[config.mk]
export PLATFORM = sky130hd
export DESIGN_NAME = tug_light_bar_flat
export DESIGN_NICKNAME = d
export VERILOG_FILES = /design/src/rtl/tug_light_bar_if.sv /design/src/rtl/tug_light_bar.sv /design/src/flat_wrapper.sv
export SDC_FILE = /design/constraint.sdc
export NUM_CORES = 1
export LEC_CHECK = 0
export BUFFER_PORTS_ARGS = -buffer_cell sky130_fd_sc_hd__buf_4
export CELL_PAD_IN_SITES_DETAIL_PLACEMENT = 0
export CELL_PAD_IN_SITES_GLOBAL_PLACEMENT = 2
export CORE_ASPECT_RATIO = 0.75
export CORE_MARGIN = 1.5
export CORE_UTILIZATION = 38
export CTS_BUF_LIST = sky130_fd_sc_hd__clkbuf_8
export DETAILED_ROUTE_END_ITERATION = 10
export PLACE_DENSITY = 0.93
export SYNTH_ARGS = -nofsm -noshare
export SYNTH_HDL_FRONTEND = slang
export SYNTH_SLANG_ARGS = --single-unit
[constraint.sdc]
create_clock -name clk -period 3.6 [get_ports clk]
set_input_delay 0.18 -clock clk [delete_from_list [all_inputs] [get_ports clk]]
set_output_delay 0.18 -clock clk [all_outputs]
set_load 0.02 [all_outputs]
[src/rtl/tug_light_bar_if.sv]
// Signal bundle between the button conditioners, the tug-of-war light bar and
// the LED/HEX display drivers.
interface tug_light_bar_if #(
   parameter int N_LIGHTS = 9,
   parameter int SCORE_W  = 3
);
   // No valid/ready pair: newGame, L and R are synchronised levels sampled
   // every clk; all outputs are registered and valid every cycle after reset.
   logic                newGame;
   logic                L;
   logic                R;
   logic [N_LIGHTS-1:0] lights;
   logic [1:0]          winner;
   logic [SCORE_W-1:0]  scoreL;
   logic [SCORE_W-1:0]  scoreR;
   logic                matchOver;
   logic [1:0]          dbg_state;

   modport master (
      output newGame, L, R,
      input  lights, winner, scoreL, scoreR, matchOver, dbg_state
   );

   modport slave (
      input  newGame, L, R,
      output lights, winner, scoreL, scoreR, matchOver, dbg_state
   );
endinterface

[src/rtl/tug_light_bar.sv]
// Tug-of-war playfield: one-hot light pulled left/right by button presses,
// with round-win detection, saturating scores and match-over.
module tug_light_bar #(
   parameter int N_LIGHTS  = 9,
   parameter int SCORE_W   = 3,
   parameter int SCORE_MAX = 7
) (
   input logic            clk,
   input logic            Reset,
   tug_light_bar_if.slave bus
);
   localparam int PW = $clog2(N_LIGHTS);
   localparam logic [PW-1:0]       CENTER = PW'(N_LIGHTS / 2);
   localparam logic [PW-1:0]       LEFT_END = PW'(N_LIGHTS - 1);
   localparam logic [SCORE_W-1:0]  SMAX = SCORE_W'(SCORE_MAX);
   localparam logic [N_LIGHTS-1:0] ONE = N_LIGHTS'(1);

   typedef enum logic [1:0] {
      S_PLAY  = 2'd0,
      S_WIN_L = 2'd1,
      S_WIN_R = 2'd2,
      S_MATCH = 2'd3
   } state_t;

   state_t              state_q, state_d;
   logic [PW-1:0]       pos_q, pos_d;
   logic [SCORE_W-1:0]  score_l_q, score_l_d;
   logic [SCORE_W-1:0]  score_r_q, score_r_d;
   logic [1:0]          winner_q, winner_d;
   logic [N_LIGHTS-1:0] lights_q, lights_d;
   logic                match_q, match_d;
   logic                l_q, r_q;

   logic press_l, press_r, mv_l, mv_r;

   assign press_l = bus.L & ~l_q;
   assign press_r = bus.R & ~r_q;
   assign mv_l    = press_l & ~press_r;
   assign mv_r    = press_r & ~press_l;

   // Button history loads even during Reset so a button held through reset
   // never produces a press.
   always_ff @(posedge clk) begin
      l_q <= bus.L;
      r_q <= bus.R;
      if (Reset) begin
         state_q   <= S_PLAY;
         pos_q     <= CENTER;
         score_l_q <= '0;
         score_r_q <= '0;
         winner_q  <= 2'b00;
         lights_q  <= ONE << CENTER;
         match_q   <= 1'b0;
      end else begin
         state_q   <= state_d;
         pos_q     <= pos_d;
         score_l_q <= score_l_d;
         score_r_q <= score_r_d;
         winner_q  <= winner_d;
         lights_q  <= lights_d;
         match_q   <= match_d;
      end
   end

   always_comb begin
      state_d   = state_q;
      pos_d     = pos_q;
      score_l_d = score_l_q;
      score_r_d = score_r_q;
      winner_d  = winner_q;

      unique case (state_q)
         S_PLAY: begin
            if (bus.newGame) begin
               pos_d = CENTER;
            end else if (mv_l) begin
               if (pos_q == LEFT_END) begin
                  if (score_l_q != SMAX) score_l_d = score_l_q + SCORE_W'(1);
                  winner_d = 2'b10;
                  state_d  = (score_l_d == SMAX) ? S_MATCH : S_WIN_L;
               end else begin
                  pos_d = pos_q + PW'(1);
               end
            end else if (mv_r) begin
               if (pos_q == '0) begin
                  if (score_r_q != SMAX) score_r_d = score_r_q + SCORE_W'(1);
                  winner_d = 2'b01;
                  state_d  = (score_r_d == SMAX) ? S_MATCH : S_WIN_R;
               end else begin
                  pos_d = pos_q - PW'(1);
               end
            end
         end
         S_WIN_L, S_WIN_R: begin
            if (bus.newGame) begin
               pos_d    = CENTER;
               winner_d = 2'b00;
               state_d  = S_PLAY;
            end
         end
         S_MATCH: begin
            state_d = S_MATCH;
         end
         default: begin
            state_d = S_PLAY;
         end
      endcase

      lights_d = (state_d == S_PLAY) ? (ONE << pos_d) : '0;
      match_d  = (state_d == S_MATCH);
   end

   assign bus.lights    = lights_q;
   assign bus.winner    = winner_q;
   assign bus.scoreL    = score_l_q;
   assign bus.scoreR    = score_r_q;
   assign bus.matchOver = match_q;
   assign bus.dbg_state = state_q;
endmodule

[src/flat_wrapper.sv]
// flat-port wrapper written by rule: the top's interface ports become plain ports
module tug_light_bar_flat 
#(
   parameter int N_LIGHTS  = 9,
   parameter int SCORE_W   = 3,
   parameter int SCORE_MAX = 7
)
  (clk, Reset, bus_newGame, bus_L, bus_R, bus_lights, bus_winner, bus_scoreL, bus_scoreR, bus_matchOver, bus_dbg_state);
  tug_light_bar_if #(.N_LIGHTS(N_LIGHTS), .SCORE_W(SCORE_W)) bus_i ();
  input logic clk;
  input logic Reset;
  input wire logic [$bits(bus_i.newGame)-1:0] bus_newGame;
  input wire logic [$bits(bus_i.L)-1:0] bus_L;
  input wire logic [$bits(bus_i.R)-1:0] bus_R;
  output wire logic [$bits(bus_i.lights)-1:0] bus_lights;
  output wire logic [$bits(bus_i.winner)-1:0] bus_winner;
  output wire logic [$bits(bus_i.scoreL)-1:0] bus_scoreL;
  output wire logic [$bits(bus_i.scoreR)-1:0] bus_scoreR;
  output wire logic [$bits(bus_i.matchOver)-1:0] bus_matchOver;
  output wire logic [$bits(bus_i.dbg_state)-1:0] bus_dbg_state;
  assign bus_i.newGame = bus_newGame;
  assign bus_i.L = bus_L;
  assign bus_i.R = bus_R;
  assign bus_lights = bus_i.lights;
  assign bus_winner = bus_i.winner;
  assign bus_scoreL = bus_i.scoreL;
  assign bus_scoreR = bus_i.scoreR;
  assign bus_matchOver = bus_i.matchOver;
  assign bus_dbg_state = bus_i.dbg_state;
  tug_light_bar #(.N_LIGHTS(N_LIGHTS), .SCORE_W(SCORE_W), .SCORE_MAX(SCORE_MAX)) u_core (.clk(clk), .Reset(Reset), .bus(bus_i));
endmodule
# After elaboration in Yosys (flattened, before gate mapping)
# Cells that the tools add are included.
# word_totals
reg_bits	26
out_inout_bits	20
elab_cells	84
# classes
n_addsub	4
eq_ne	14
n_shift	1
n_mux	35
n_bitwise	11
n_reduce_logical	9
# op_table
cell	n
$mux W3	11
$mux W2	13
$mux W4	6
$ne A3 B3 Y1 const B	3
$shl A1 B4 Y9 const A	1
$pmux W4 S2	1
$not A1 Y1	7
$add A3 B1 Y3 const B	2
$eq A2 B2 Y1 const B	3
$eq A3 B3 Y1 const B	2
$ne A3 B1 Y1 const B	2
$pmux W2 S3	1
$reduce_and A6 Y1	1
$mux W5	1
$reduce_and A5 Y1	1
$add A4 B1 Y4 const B	1
$and A1 B1 Y1	4
$eq A4 B4 Y1 const B	1
$logic_not A2 Y1	2
$logic_not A4 Y1	1
$ne A2 B2 Y1 const B	2
$pmux W2 S2	1
$reduce_and A4 Y1	1
$reduce_or A2 Y1	2
other kinds (4)	4

# Depth between registers and ports, before layout
# logic_depth
ltp_word	18
ltp_mapped	9
ltp_nobuf	8

# Worst setup path after synthesis
# Ideal clock, no wire load.
# synth_timing
path_type	register to register
start	register u_core.state_q[1] (netlist: u_core.bus.dbg_state[1])
end	register u_core.lights_q[7] (netlist: u_core.bus.lights[7])
setup_time_ps	87
arrival_time_ps	2141
slack_ps	1372
path_stages_with_launch	10
n_path_buf	1
cell_sequence	dfxtp_1 -> inv_1 -> ha_1 -> buf_4 -> nand2b_1 -> nor4b_4 -> a21boi_2 -> a2111oi_4 -> nand2_2 -> nor4b_4
# synth_between
elab_chain_cells	8
elab_cells_between_ends	17
classes_between	eq/ne (3); shift (1); mux (8); bitwise (1); reduce/logical (4)
# synth_rtl
element	line	rtl
from (decl)	tug_light_bar.sv:25	state_t state_q, state_d;
from (signal assigned)	tug_light_bar.sv:55	state_q <= state_d;
$mux W2	tug_light_bar.sv:85	if (pos_q == '0) begin
$mux W2	tug_light_bar.sv:84	end else if (mv_r) begin
$mux W2	tug_light_bar.sv:76	end else if (mv_l) begin
$mux W2	tug_light_bar.sv:74	if (bus.newGame) begin
$pmux W2 S3	tug_light_bar.sv:72	unique case (state_q)
$logic_not A2 Y1	tug_light_bar.sv:109	lights_d = (state_d == S_PLAY) ? (ONE << pos_d) : '0;
$not A1 Y1 (no line)	n/a	
$reduce_or A2 Y1 (no line)	n/a	
to (signal assigned)	tug_light_bar.sv:52	lights_q <= ONE << CENTER;
to (signal assigned)	tug_light_bar.sv:60	lights_q <= lights_d;
to (decl)	tug_light_bar.sv:30	logic [N_LIGHTS-1:0] lights_q, lights_d;
# Several ways; a longest one is shown, not always the timed one.
# A chain may end at the register's enable or synchronous reset.

# Worst setup path in the final report
# layout_timing
start	register u_core.state_q[1] (netlist: u_core.bus.dbg_state[1])
end	register u_core.lights_q[2] (netlist: u_core.bus.lights[2])
# The elaborated chain is that of the path after synthesis.

==> flow_metrics.py <==
metrics = {
    "outcome": {
        "status": "completed",
    },
    "critical_path": {
        "worstPathRequired_ns": 3.77,
        "cp.arrival_ns": 2.62,
        "crit_fanout": 7,
        "crit_path_end_kind": "flip-flop",
        "critPathLaunchType": "flip-flop",
        "path_class": "reg2reg",
    },
    "power": {
        "leakage_uw": 0.000709,
        "power.density_nw_per_um2": 345,
        "power_uw": 609,
        "ir_drop_uv": 189,
    },
    "timing": {
        "holdWs_ns": 0.0236,
        "maxSlewViolCount": 0,
        "finalHoldViolCount": 0,
        "period_minus_slack_ns": 2.45,
        "worst_pin_slew_ns": 0.507,
        "max_slew_margin_pct": 66.0,
        "skew_ns": 0.00767,
        "finalSetupViolCount": 0,
        "max_freq_mhz": 408,
        "finalSetupTns_ns": 0,
        "finalCritPeriodShare_pct": 68.0,
        "rsz0062_at_grt": "no",
    },
    "synthesis": {
        "synth_nets": 174,
        "yosysWarnings": 0,
        "netlist_area_sq_um": 1500,
        "synth_area_per_cell_sq_um": 9.19,
        "synthCells": 163,
        "yosys_register_bits": 26,
        "synth_async_sr_flop_share_pct": 0,
        "synthFlopType": "dfxtp_1",
        "synth-edff-count": 0,
        "synth.distinct_cells": 52,
        "yosysSeqAreaShare_pct": 34.8,
    },
    "place": {
        "gp_congestion": 0.915,
        "port_buffers": 24,
        "hpwl_mm": 2.46,
    },
    "clock_tree": {
        "htreeDepth": 1,
        "post_cts_resized": 0,
        "clkTransAtPathRegs_ns": 0.09,
        "clk_latency_ns": 0.27,
        "hold_buffers": 0,
        "cts_buffer_depth": 2,
        "cts_sinks": 26,
        "cts_setup_buffers": 0,
        "tritoncts": "built",
        "cts_buffers": 3,
        "cts_root_buf": "clkbuf_8",
    },
    "drt": {
        "drc": 0,
        "drtIter0Drc": 76,
        "firstDrtPassIters": 5,
        "drt-vias-per-instance": 5.42,
        "drt_wl_total_mm": 3.27,
        "antenna_left": 0,
        "routedWlPerCell_um": 13.7,
        "vias": 1289,
    },
    "grt": {
        "grt_max_degree": 18,
        "grt_pass1_vias": 1210,
        "grt-ovfl-total": 0,
        "grt_pass1_wl_mm": 5.66,
        "grtUsageTotal_pct": 17.0,
        "antenna_found_initial": 0,
    },
    "floorplanning": {
        "chipHeight_um": 57.4,
        "die_area_sq_um": 4330,
        "num_rows": 19,
        "num_io_pins": 25,
        "core_sq_um": 3710,
        "die-width_um": 75.5,
        "start_util_pct": 40.4,
    },
    "final_layout": {
        "fill_cells": 380,
        "final_core_util_pct": 47.7,
        "area_growth_pct": 18.0,
        "antenna_cells": 0,
        "nNetsFinal": 198,
        "drive_gt1_share_pct": 27.4,
    },
    "run": {
        "max-cap-violations": 0,
    },
    "min_path": {
        "hp-class": "in2reg",
    },
}
[path summary, 6_finish.rpt]
kind	from	endpoint	slack, ns	cells after the start
min	bus_R	u_core.r_q$_DFF_P_	0.02	1
max reg2reg	u_core.bus.dbg_state[1]$_SDFF_PP0_	u_core.bus.lights[2]$_SDFF_PP0_	1.15	7
max	u_core.bus.dbg_state[1]$_SDFF_PP0_	u_core.bus.lights[2]$_SDFF_PP0_	1.15	7
min reg2reg	u_core.bus.winner[0]$_SDFFE_PP0P_	u_core.bus.winner[0]$_SDFFE_PP0P_	0.47	2
[kinds of logic after synthesis]
logic type | Yosys count | synth area share [%]
AND/OR/NAND/NOR | 70 | 30.2
AO/OA/AOI/OAI | 43 | 23.2
flip-flops | 26 | 34.8
buffers and inverters | 14 | 4.26
adder cells (fa/ha/maj) | 6 | 5.01
XOR/XNOR | 3 | 1.75
multiplexers | 1 | 0.752
[cells in the mapped netlist (3+ instances only)]
cell type / count / share of area, %
o21ai_0: 9 / 3.0
buf_4: 3 / 1.5
a21oi_1: 14 / 4.7
nor3_1: 6 / 2.0
nand2_1: 13 / 3.3
inv_1: 9 / 2.3
or3_1: 3 / 1.3
nor2_1: 16 / 4.0
ha_1: 6 / 5.0
xor2_1: 3 / 1.8
dfxtp_1: 26 / 35
nand3_1: 4 / 1.3
[flip-flops by register name, indices dropped and copies added, names as in the netlist, named ones only]
register              count
u_core.bus.winner         2
u_core.r_q                1
u_core.bus.lights         9
u_core.pos_q              4
u_core.bus.scoreL         2
u_core.bus.matchOver      1
u_core.bus.dbg_state      2
u_core.bus.scoreR         3
u_core.l_q                1
[layer usage]
layer / wire length [um] / GRT usage (%) / vias up
li1: - / - / 644
met5: 0 / 0 / -
met1: 1620 / 24.2 / 609
met4: 17 / 3.06 / 0
met3: 166 / 4.24 / 2
met2: 1460 / 26.4 / 34
[cells in the final DEF, fill, tap and decap left out, types with 2 or more instances in the layout]
master | synthesis | layout
nand3b_1 | 2 | 2
nand4b_1 | 2 | 2
o31ai_1 | 2 | 2
nor2_1 | 16 | 16
clkbuf_8 | 0 | 4
nand2b_1 | 2 | 2
a21oi_1 | 14 | 14
a21o_1 | 2 | 2
o21ai_0 | 9 | 9
a41o_1 | 2 | 2
ha_1 | 6 | 6
xor2_1 | 3 | 3
inv_1 | 9 | 9
nor3_1 | 6 | 6
buf_4 | 3 | 24
dfxtp_1 | 26 | 26
nand3_1 | 4 | 4
nand2_1 | 13 | 13
nor4b_4 | 2 | 2
nor4b_2 | 2 | 2
or3_1 | 3 | 3
o21a_1 | 2 | 2
nor3_2 | 2 | 2
[where the power goes]
| group | internal (uW) | switching, uW |
|---|---|---|
| registers | 296 | 8.51 |
| logic | 46.0 | 70.4 |
| clock network | 97.8 | 90.5 |
[through the flow]
| step | instances | setup WS [ns] | area (sq um) |
|---|---|---|---|
| 2_1_floorplan | 163 | 1.37 | 1500 |
| 3_3_place_gp | 234 | 1.16 | 1710 |
| 3_5_place_dp | 234 | 1.20 | 1710 |
| 4_1_cts | 238 | 1.16 | 1770 |
| 5_1_grt | 238 | 0.970 | 1770 |
| 6_report | 238 | 1.15 | 1770 |
[area by class of cell]
cell class | count | area (sq um) | share of cell area (%)
Multi-Input combinational cell | 123 | 913 | 51.7
Sequential cell | 26 | 520 | 29.4
Timing Repair Buffer | 24 | 180 | 10.2
Tap cell | 52 | 65.1 | 3.68
Clock buffer | 4 | 55.1 | 3.11
Inverter | 9 | 33.8 | 1.91
[worst max-delay path, cell delays in order, from the launching register on]
cell     delay (ns)
dfxtp_1        0.45
inv_1          0.07
ha_1           0.35
a21oi_1        0.40
o31ai_1        0.14
a32oi_1        0.43
nand2_2        0.21
nor4b_2        0.31
Power figures use the tool's default switching activity.
